<file path="src/rtl/mode_select_fsm.sv">
// Game/mode selector: debounces per-mode key requests, waits for release, enters the mode with a start pulse.
// Optional idle timeout back to the menu is built only when IDLE_TIMEOUT_EN is defined.
module mode_select_fsm #(
  parameter int NUM_MODES       = 2,
  parameter int DEBOUNCE_CYCLES = 4,
  parameter int IDLE_CYCLES     = 1000000
) (
  input  logic                             clk,
  input  logic                             iResetn,
  input  logic [NUM_MODES-1:0]             iKey,
  input  logic                             iBack,
  output logic [$clog2(NUM_MODES+1)-1:0]   oMode,
  output logic                             oStart,
  output logic                             oActive,
  output logic                             oTimeout
);

  localparam int MODE_W = $clog2(NUM_MODES + 1);
  localparam int CNT_W  = $clog2(DEBOUNCE_CYCLES + 1);
  localparam logic [CNT_W-1:0] DEB_MAX = CNT_W'(DEBOUNCE_CYCLES);

  localparam logic [1:0] MENU      = 2'd0;
  localparam logic [1:0] SEL_WAIT  = 2'd1;
  localparam logic [1:0] ACTIVE    = 2'd2;
  localparam logic [1:0] EXIT_WAIT = 2'd3;

  if (NUM_MODES < 1) begin : g_chk_modes
    $error("mode_select_fsm: NUM_MODES must be at least 1");
  end
  if (DEBOUNCE_CYCLES < 1) begin : g_chk_deb
    $error("mode_select_fsm: DEBOUNCE_CYCLES must be at least 1");
  end
  if (IDLE_CYCLES < 1) begin : g_chk_idle
    $error("mode_select_fsm: IDLE_CYCLES must be at least 1");
  end

  logic [1:0]        state;
  logic [CNT_W-1:0]  deb_cnt;
  logic [CNT_W-1:0]  deb_next;
  logic [MODE_W-1:0] sel;
  logic [MODE_W-1:0] prev_cand;
  logic [MODE_W-1:0] cand_idx;
  logic              cand_vld;

  // Lowest-index key wins when several are pressed together.
  always_comb begin
    cand_vld = 1'b0;
    cand_idx = '0;
    for (int k = NUM_MODES - 1; k >= 0; k--) begin
      if (iKey[k]) begin
        cand_vld = 1'b1;
        cand_idx = MODE_W'(k);
      end
    end
  end

  // A zero counter makes "same candidate" and "new candidate" both yield 1.
  always_comb begin
    deb_next = '0;
    if (cand_vld) begin
      if (cand_idx != prev_cand)
        deb_next = CNT_W'(1);
      else if (deb_cnt == DEB_MAX)
        deb_next = deb_cnt;
      else
        deb_next = deb_cnt + CNT_W'(1);
    end
  end

`ifdef IDLE_TIMEOUT_EN
  localparam int IDLE_W = $clog2(IDLE_CYCLES + 1);
  localparam logic [IDLE_W-1:0] IDLE_LAST = IDLE_W'(IDLE_CYCLES - 1);

  logic [IDLE_W-1:0] idle_cnt;
  logic              idle_now;

  assign idle_now = (iKey == '0) && !iBack;
`else
  assign oTimeout = 1'b0;
`endif

  always_ff @(posedge clk or negedge iResetn) begin
    if (!iResetn) begin
      state     <= MENU;
      deb_cnt   <= '0;
      sel       <= '0;
      prev_cand <= '0;
      oMode     <= '0;
      oStart    <= 1'b0;
      oActive   <= 1'b0;
`ifdef IDLE_TIMEOUT_EN
      idle_cnt  <= '0;
      oTimeout  <= 1'b0;
`endif
    end else begin
      oStart   <= 1'b0;
`ifdef IDLE_TIMEOUT_EN
      oTimeout <= 1'b0;
`endif
      case (state)
        MENU: begin
          oMode   <= '0;
          oActive <= 1'b0;
          prev_cand <= cand_idx;
          if (iBack) begin
            state   <= EXIT_WAIT;
            deb_cnt <= '0;
          end else if (cand_vld && (deb_next == DEB_MAX)) begin
            state   <= SEL_WAIT;
            sel     <= cand_idx;
            deb_cnt <= '0;
          end else begin
            deb_cnt <= deb_next;
          end
        end
        SEL_WAIT: begin
          if (iBack) begin
            state <= EXIT_WAIT;
          end else if (iKey == '0) begin
            state   <= ACTIVE;
            oMode   <= sel + MODE_W'(1);
            oActive <= 1'b1;
            oStart  <= 1'b1;
`ifdef IDLE_TIMEOUT_EN
            idle_cnt <= '0;
`endif
          end
        end
        ACTIVE: begin
          if (iBack) begin
            state   <= EXIT_WAIT;
            oMode   <= '0;
            oActive <= 1'b0;
`ifdef IDLE_TIMEOUT_EN
          end else if (!idle_now) begin
            idle_cnt <= '0;
          end else if (idle_cnt == IDLE_LAST) begin
            state    <= MENU;
            oMode    <= '0;
            oActive  <= 1'b0;
            oTimeout <= 1'b1;
            deb_cnt  <= '0;
            idle_cnt <= '0;
          end else begin
            idle_cnt <= idle_cnt + IDLE_W'(1);
`endif
          end
        end
        EXIT_WAIT: begin
          oMode   <= '0;
          oActive <= 1'b0;
          deb_cnt <= '0;
          if (!iBack)
            state <= MENU;
        end
        default: begin
          state   <= MENU;
          oMode   <= '0;
          oActive <= 1'b0;
          deb_cnt <= '0;
        end
      endcase
    end
  end

endmodule

</file>
<file path="config.mk">
export PLATFORM = sky130hd
export DESIGN_NAME = mode_select_fsm
export DESIGN_NICKNAME = d
export VERILOG_FILES = /design/src/rtl/mode_select_fsm.sv
export SDC_FILE = /design/constraint.sdc
export NUM_CORES = 1
export LEC_CHECK = 0
export ABC_CLOCK_PERIOD_IN_PS = 4100
export CAP_MARGIN = 20
export CORE_MARGIN = 5
export CORE_UTILIZATION = 56
export DETAILED_ROUTE_END_ITERATION = 6
export PLACE_DENSITY = 0.81
export SLEW_MARGIN = 0
export SYNTH_ARGS = -nofsm -noshare
export SYNTH_HDL_FRONTEND = slang
export SYNTH_SLANG_ARGS = --single-unit
export TNS_END_PERCENT = 50
</file>
<file path="constraint.sdc">
create_clock -name clk -period 4.1 [get_ports clk]
set_input_delay 0.82 -clock clk [delete_from_list [all_inputs] [get_ports clk]]
set_output_delay 0.82 -clock clk [all_outputs]
set_load 0.05 [all_outputs]
</file>
# After elaboration in Yosys (flattened, before gate mapping)
# Cells that the tools add are included.
[classes]
n_addsub = 2
n_eq_ne = 12
muxes = 28
bitwise_logic = 1
reduce_logical = 8
[op_table]
columns = ["cell", "n"]
rows = [
  ["$mux W2", 9],
  ["$mux W3", 5],
  ["$mux W1", 10],
  ["$ne A2 B2 Y1 const B", 4],
  ["$pmux W2 S4", 1],
  ["$eq A3 B3 Y1 const B", 2],
  ["$ne A3 B3 Y1 const B", 2],
  ["$pmux W2 S3", 1],
  ["$pmux W3 S2", 1],
  ["$reduce_and A3 Y1", 2],
  ["$eq A2 B2 Y1 const B", 2],
  ["$logic_not A2 Y1", 2],
  ["$reduce_and A4 Y1", 1],
  ["$add A3 B1 Y3 const B", 1],
  ["$pmux W1 S3", 1],
  ["$add A2 B1 Y2 const B", 1],
  ["$eq A2 B1 Y1 const B", 1],
  ["$ne A2 B2 Y1", 1],
  ["$reduce_bool A2 Y1", 1],
  ["$reduce_or A2 Y1", 1],
  ["$logic_and A1 B1 Y1", 1],
  ["$not A1 Y1", 1],
]
[word_totals]
ff_bits = 13
in_bits = 5
output_inout_bits = 5
word_cells = 58

# Longest topological paths before layout
# Gate-level depths: netlist of the first run.
[depth]
word_depth = 10
depth_mapped = 7
ltp_nobuf = 7

# Least setup slack after synthesis of the first run
# No wires, ideal clock.
[synth_path]
path_type = "input to register"
from = "input iKey[0]"
to = "register sel[0]"
setup_time_ns = 0.128
t_arrival_ns = 1.902
required_ns = 3.972
slack_ns = 2.070
stages = 5
n_path_buf = 0
path_cell_list = "and2b_4 > xor2_2 > or2_1 > nor3b_2 > mux2_1"
[synth_via]
elab_chain_cells = 7
word_cells_on_any_way = 8
classes_between = "eq/ne: 2; mux: 4; reduce/logical: 2"
[synth_lines]
columns = ["element", "line_no", "source"]
rows = [
  ["from (decl)", "10", "input logic [NUM_MODES-1:0] iKey,"],
  ["$mux W1", "50", "if (iKey[k]) begin"],
  ["$ne A2 B2 Y1", "61", "if (cand_idx != prev_cand)"],
  ["$mux W3", "61", ""],
  ["$mux W3", "60", "if (cand_vld) begin"],
  ["$eq A3 B3 Y1", "108", "end else if (cand_vld && (deb_next == DEB_MAX)) begin"],
  ["$logic_and A1 B1 Y1", "108", ""],
  ["$reduce_and A3 Y1 (no line)", "--", ""],
  ["to (signal assigned)", "110", "sel <= cand_idx;"],
  ["to (decl)", "40", "logic [MODE_W-1:0] sel;"],
]
# Parallel ways exist; a longest one is shown, timed or not.
# A chain may end at the register's enable or synchronous reset.

# Final worst setup path of the first run
# Same ends and word-level chain as after synthesis.

==> summary.md, run 1 <==
| Metric | Value |
|---|---|
| Status | `completed` |
| # port buffers | `8` |
| CTS tree | `done` |
| #FFs+latches synth | `11` |
| Syn_nets | `83` |
| Worst Hold Class | `reg2reg` |
| Post-DRT Antenna Nets | `0` |
| DP Wirelength | `1000 µm` |
| H-tree levels | `1` |
| Clock latency at the later pin of the worst-skew pair | `280 ps` |
| Sequential area share after synthesis | `37.8%` |
| Synth Warn # | `0` |
| WL/cell | `14.3 µm` |
| Total congestion overflow | `0` |
| Row cnt | `13` |
| Core area | `1270 µm²` |
| Total Wirelength | `1360 µm` |
| Post-Synth Simple-Gate Area | `13.6%` |
| # IOs | `10` |
| Critical-path cell list | `clkdlybuf4s50_1, and2b_4, xor2_2, or2_1, nor3b_2, mux2_1` |
| Die Width | `46.1 µm` |
| CTS Buf Count | `3` |
| Critical path class | `in2reg` |
| Post-Syn Instances | `71` |
| Crit path time final | `2310 ps` |
| Async set or reset register ratio after synthesis | `100%` |
| Largest net degree at the start of global routing | `12` |
| Critical path buffers and inverters | `1` |
| Min-delay src | `oMode[0]` |
| Critical path startpoint | `iKey[0]` |
| Final hold violations | `0` |
| Placer congestion estimate | `0.795` |
| DR vias/cell | `5.74` |
| Internal power | `281 µW` |
| Main combinational cell family by area after synthesis | `compound AO/OA/AOI/OAI gates` |
| Hold Buf Count CTS | `0` |
| Post-synthesis adder-cell area fraction | `12.0%` |
| Layout cells sized above 1 | `11.3%` |
| Distinct cell type count after synthesis | `31` |
| Slew Viols, Final | `0` |
| Post-synthesis compound-gate area fraction | `18.4%` |
| Worst-margin pin slew | `497 ps` |
| Max-cap violations | `0` |
| Origin of the critical flop-to-flop path | `deb_cnt[0]` |
| Clock root buffer | `clkbuf_4` |
| Chip height | `46.1 µm` |
| Most frequent cells after synthesis | `dfrtp_1 (11), ha_1 (7), inv_1 (7)` |
| Kind of start point of the critical path | `input port` |
| CP Max Fanout | `4` |
| Die area | `2120 µm²` |
| Average size of a mapped cell | `10.3 µm²` |
| Final period util | `56.4%` |
| Worst path top cell family by delay | `simple AND/OR/NAND/NOR gates` |
| Slew headroom | `66.8%` |
| Area leader, netlist | `dfrtp_1` |
| Power Density | `594 nW/µm²` |
| Total Routing Usage GR | `15.1%` |
| Unrepaired setup endpoints after global routing | `no` |
| Post-synthesis xor/xnor area fraction | `3.44%` |
| # setup viols final | `0` |
| First-pass GRT wire length | `2210 µm` |
| Clock Tree Buf Depth | `2` |
| Placed cells | `91` |
| Initial antenna violation count | `0` |
| Maximum vdd drop | `413 µV` |
| Final Skew | `2.17 ps` |
| Drt first-iter violations | `10` |
| Clk pwr share | `16.6%` |
| TritonCTS sink count | `11` |
| Starting Density | `57.4%` |
| Max stage delay on crit path | `480 ps` |
| Sw frac | `43.0%` |
| Vias | `545` |
| Area delta synth->final | `13.9%` |
| Number of global-route vias before repair | `531` |
| Prevailing post-synth register cell | `dfrtp_1` |
| Post-synth top area share | `37.8%` |
| Most frequent cell after synthesis | `dfrtp_1` |
| Largest cells by area after synthesis | `dfrtp_1 (38%), ha_1 (12%), inv_1 (3.6%)` |
| Leakage | `0.353 nW` |
| Slowest CP cell | `clkdlybuf4s50_1` |
| Worst setup EP type | `register` |
| Mux share of post-synthesis cell area | `7.39%` |
| Psw | `212 µW` |
| Seq pwr share | `32.2%` |
| Comb power frac | `51.2%` |
| N_diodes | `0` |
| Nets | `93` |
| Data required, critical path | `4270 ps` |
| Fin cells | `95` |
| Drt drc | `0` |
| Post-CTS Setup Bufs | `0` |
| CP arrival | `2480 ps` |
| CTS resizes | `0` |
| Final setup TNS | `0 ps` |
| Clock transition at path regs | `80 ps` |
| 1st-pass router iterations | `4` |
| Fmax | `432 MHz` |
| Mapped Area | `728 µm²` |
| Post-synth EDFFs | `0` |
cell families (layout without fill, tap and decap cells):
logic type	count (synthesis)	count (layout)
AO/OA/AOI/OAI	18	18
XOR/XNOR	2	2
adder cells (fa/ha/maj)	7	7
buffers and inverters	10	19
flip-flops	11	11
multiplexers	5	5
other	1	1
AND/OR/NAND/NOR	17	17
cell usage in the layout, fill, tap and decap left out, types with 2 or more instances in the layout:
master and n:
mux2_2 2, o2111ai_1 2, dfrtp_1 11, a22oi_1 2, clkdlybuf4s50_1 8, a32o_1 2, o21ai_1 3, a211oi_1 2
nand2_1 5, nor2_1 3, clkbuf_4 3, nor3b_1 2, or2_1 2, ha_1 7, mux2i_1 2, inv_1 7
a21oi_1 2, o31a_1 2
flip-flops by register name (all words and copies together), names as in the netlist:
name,flops
sel,1
oMode,2
oStart,1
deb_cnt,3
state,2
oActive,1
prev_cand,1
path summary, 6_finish.rpt:
check / to / slack (ps) / cells past startpoint
max: sel[0] / 1790 / 6
min: oMode[0] / 520 / 2
max reg2reg: state[1] / 2300 / 7
min reg2reg: oMode[0] / 520 / 2
max in group asynchronous: deb_cnt[0] / 2910 / 1
min in group asynchronous: oMode[0] / 860 / 1
layer usage:
| layer | wire [µm] | global-route usage [%] | up-vias |
|---|---|---|---|
| met5 | 0 | 0 | - |
| met4 | 40 | 10.2 | 0 |
| met3 | 80 | 4.69 | 5 |
| met2 | 588 | 21.2 | 13 |
| met1 | 649 | 19.5 | 259 |
| li1 | - | - | 268 |
tightest hold or removal path, stage by stage, from the launching register on:
cell	delay (ps)
dfrtp_1	370
nand2_1	50
o21ai_1	60
power by group through the flow:
stage                     Sequential [mW]  Clock [mW]  Combinational, mW
after floorplan                     0.171           0              0.183
after global placement              0.159           0              0.243
after detailed placement            0.160           0              0.248
after CTS                           0.158      0.0796              0.250
after global routing                0.162      0.0842              0.275
final                               0.158      0.0818              0.252
area by class of cell:
class | count | area, µm²
inverter | 7 | 26.3
tap | 15 | 18.8
sequential | 11 | 275
clock buffer | 4 | 26.3
timing repair buffer | 8 | 80.1
fill | 110 | 439
multi-input combinational | 50 | 403
metrics by stage:
step / power, mW / hold WS, ps / instance area (µm²) / setup WS (ps) / util (%)
after CTS: 0.487 / 523 / 830 / 1780 / 65.4
final: 0.493 / 518 / 830 / 1790 / 65.4
after global placement: 0.401 / 493 / 803 / 1550 / 63.3
after floorplan: 0.354 / 482 / 728 / 2070 / -
after global routing: 0.521 / 563 / 830 / 1720 / 65.4
after detailed placement: 0.409 / 509 / 803 / 1490 / 63.3
No activity file was read; power rests on OpenSTA's default activity.
==> run 2: changes to the inputs <==
- ABC_CLOCK_PERIOD_IN_PS: 4100 -> 2000
- CORE_UTILIZATION: 56 -> 47
- PLACE_DENSITY: 0.81 -> 0.73
- clock period: 4.1 -> 2 ns (I/O delays scaled with it)
==> run 2 against run 1 <==
Global-route usage shrank 2.0 points. Core utilization fell by 6.6 points. Critical endpoint unchanged. Count of clock-buffer cells in the layout is the same. Highest routed layer unchanged. First-iteration DRC count down 50%. Hold slack worse by 57 ps. Critical path depth unchanged. Clock skew is 7.9 ps higher. Cell count grew 7.4%. Via count grew 4.2%. Flip-flop and latch count did not move.
==> summary.md, run 2 (synthesized netlist as in run 1, its figures left out) <==
| Metric | Value |
|---|---|
| Status | `completed` |
| Leakage | `0.381 nW (+8.0%)` |
| Worst Hold Class | `in2async` |
| H-tree levels | `1 (unchanged)` |
| CP Max Fanout | `3 (-1)` |
| Origin of the critical flop-to-flop path | `deb_cnt[0]` |
| Nets | `99 (+6.5%)` |
| Unrepaired setup endpoints after global routing | `no` |
| Commonest non-fill, non-tap cells in the layout | `dfrtp_1 (11), clkdlybuf4s50_1 (8), inv_1 (7), ha_1 (7), buf_4 (6)` |
| Drt first-iter violations | `5 (-5)` |
| Clk pwr share | `14.8% (-1.8 points)` |
| R2R Setup Slk | `200 ps (-2100 ps)` |
| Slew Viols, Final | `0 (unchanged)` |
| Crit path time final | `1900 ps` |
| Internal power | `600 µW (+110%)` |
| Max-cap violations | `0 (unchanged)` |
| 1st-pass router iterations | `4 (unchanged)` |
| DP Wirelength | `1100 µm (+9.8%)` |
| Vias | `568 (+4.2%)` |
| Clock latency at the later pin of the worst-skew pair | `270 ps (about the same)` |
| Fin cells | `102 (+7.4%)` |
| Maximum vdd drop | `744 µV (+80%)` |
| # port buffers | `8 (unchanged)` |
| Post-CTS Setup Bufs | `0 (unchanged)` |
| TritonCTS sink count | `11 (unchanged)` |
| Final Skew | `10.0 ps (+7.86 ps)` |
| Reg area | `275 µm² (unchanged)` |
| CTS tree | `done` |
| Fmax | `526 MHz` |
| Chip height | `49.4 µm (+7.2%)` |
| Max stage delay on crit path | `480 ps (about the same)` |
| Hold Buf Count CTS | `0 (unchanged)` |
| Largest Register | `deb_cnt` |
| # setup viols final | `0 (unchanged)` |
| Footprint of the multi-input gates | `403 µm² (unchanged)` |
| Core area | `1490 µm² (+17%)` |
| Sw frac | `41.0% (-2.0 points)` |
| Drt drc | `0 (unchanged)` |
| RR Endpoint | `sel[0]` |
| Psw | `417 µW (+97%)` |
| Post-DRT Antenna Nets | `0 (unchanged)` |
| R2R cell count | `7 (unchanged)` |
| Area delta synth->final | `20.3%` |
| Critical-path cell list | `clkdlybuf4s50_1, and2b_4, xor2_2, or2_1, nor3b_2, mux2_1` |
| Post-layout util | `58.8% (-6.6 points)` |
| CTS Buf Count | `3 (unchanged)` |
| Fillers | `124 (+13%)` |
| First-pass GRT wire length | `2440 µm (+10%)` |
| Final period util | `95.0%` |
| Die area | `2440 µm² (+15%)` |
| Die Width | `49.4 µm (+7.2%)` |
| Placed cells | `98 (+7.7%)` |
| Comb power frac | `53.2% (+2.0 points)` |
| Max reg flops | `3 (unchanged)` |
| Clock transition at path regs | `70 ps (about the same)` |
| Worst-margin pin slew | `504 ps (+7.20 ps)` |
| # IOs | `10 (unchanged)` |
| WL/cell | `13.9 µm (-2.6%)` |
| N_diodes | `0 (unchanged)` |
| Layout cells sized above 1 | `17.4% (+6.2 points)` |
| Total Routing Usage GR | `13.0% (-2.0 points)` |
| Kind of start point of the critical path | `input port` |
| Clock Tree Buf Depth | `2 (unchanged)` |
| CP arrival | `2060 ps (-420 ps)` |
| Final hold violations | `0 (unchanged)` |
| DR vias/cell | `5.57 (-2.9%)` |
| CTS resizes | `0 (unchanged)` |
| Placer congestion estimate | `0.822 (+3.5%)` |
| Clock root buffer | `clkbuf_4` |
| Starting Density | `48.9% (-8.5 points)` |
| Total Wirelength | `1420 µm (+4.6%)` |
| Power Density | `1160 nW/µm² (+95%)` |
| Biggest regs | `deb_cnt: 3 flops, oMode: 2 flops, state: 2 flops` |
| Data required, critical path | `2160 ps (-2110 ps)` |
| Largest net degree at the start of global routing | `12 (unchanged)` |
| Initial antenna violation count | `0 (unchanged)` |
| Critical path class | `in2reg` |
| Commonest non-fill, non-tap cell in the layout | `dfrtp_1` |
| Number of global-route vias before repair | `555 (+4.5%)` |
| Total congestion overflow | `0 (unchanged)` |
| Slowest CP cell | `clkdlybuf4s50_1` |
| Row cnt | `14 (+1)` |
| Worst setup EP type | `register` |
| Slew headroom | `66.3% (-0.48 points)` |
| Seq pwr share | `32.0% (-0.2 points)` |
[run 2: cell types whose count changed in the layout (fill, tap and decap cells not counted)]
cell   delta
buf_4     +6
[run 2: how the worst max path moves through the flow]
stage                     startpoint     end  slack (ps)
after floorplan           deb_cnt[0]  sel[0]         350
after global placement       iKey[0]  sel[0]        -100
after detailed placement     iKey[0]  sel[0]        -190
after CTS                    iKey[0]  sel[0]          90
final                        iKey[0]  sel[0]         100
after global routing         iKey[0]  sel[0]          50
[run 2: layout make-up]
cell class | count | share of cell area, %
Multi-Input combinational cell | 50 | 46.0
Sequential cell | 11 | 31.4
Timing Repair Buffer | 14 | 14.3
Clock buffer | 4 | 3.00
Inverter | 7 | 3.00
Tap cell | 16 | 2.29
[run 2: power groups by stage]
stage          logic, mW  registers (mW)  clock network [mW]
3_5_place_dp       0.536           0.329                   0
6_report           0.541           0.325               0.150
5_1_grt            0.597           0.335               0.165
2_1_floorplan      0.376           0.350                   0
4_1_cts            0.538           0.325               0.157
3_3_place_gp       0.522           0.328                   0
[run 2: worst max-delay path: cells and delay by family]
family | cells | cell delay, ps
buf+inv | 1 | 480
mux | 1 | 350
simple gates | 3 | 680
xor+xnor | 1 | 150
[run 2: layer usage]
metal,global-route usage [%],share of wire [%],vias to the layer above
met1,14.6,47,274
met2,21.9,46,11
met5,0,0,-
met4,4.04,1.1,0
met3,5.81,5.7,2
li1,-,-,281
[run 2: metrics by stage]
stage | hold slack, ps | TNS (ps) | total power, mW | setup WS (ps) | instance area, µm²
finish | 461 | 0 | 1.02 | 99.2 | 876
global route | 494 | 0 | 1.10 | 50.0 | 876
CTS | 473 | 0 | 1.02 | 89.7 | 876
detailed placement | 508 | -251 | 0.865 | -189 | 850
global placement | 496 | -121 | 0.850 | -101 | 850
floorplan | 104 | 0 | 0.726 | 353 | 728
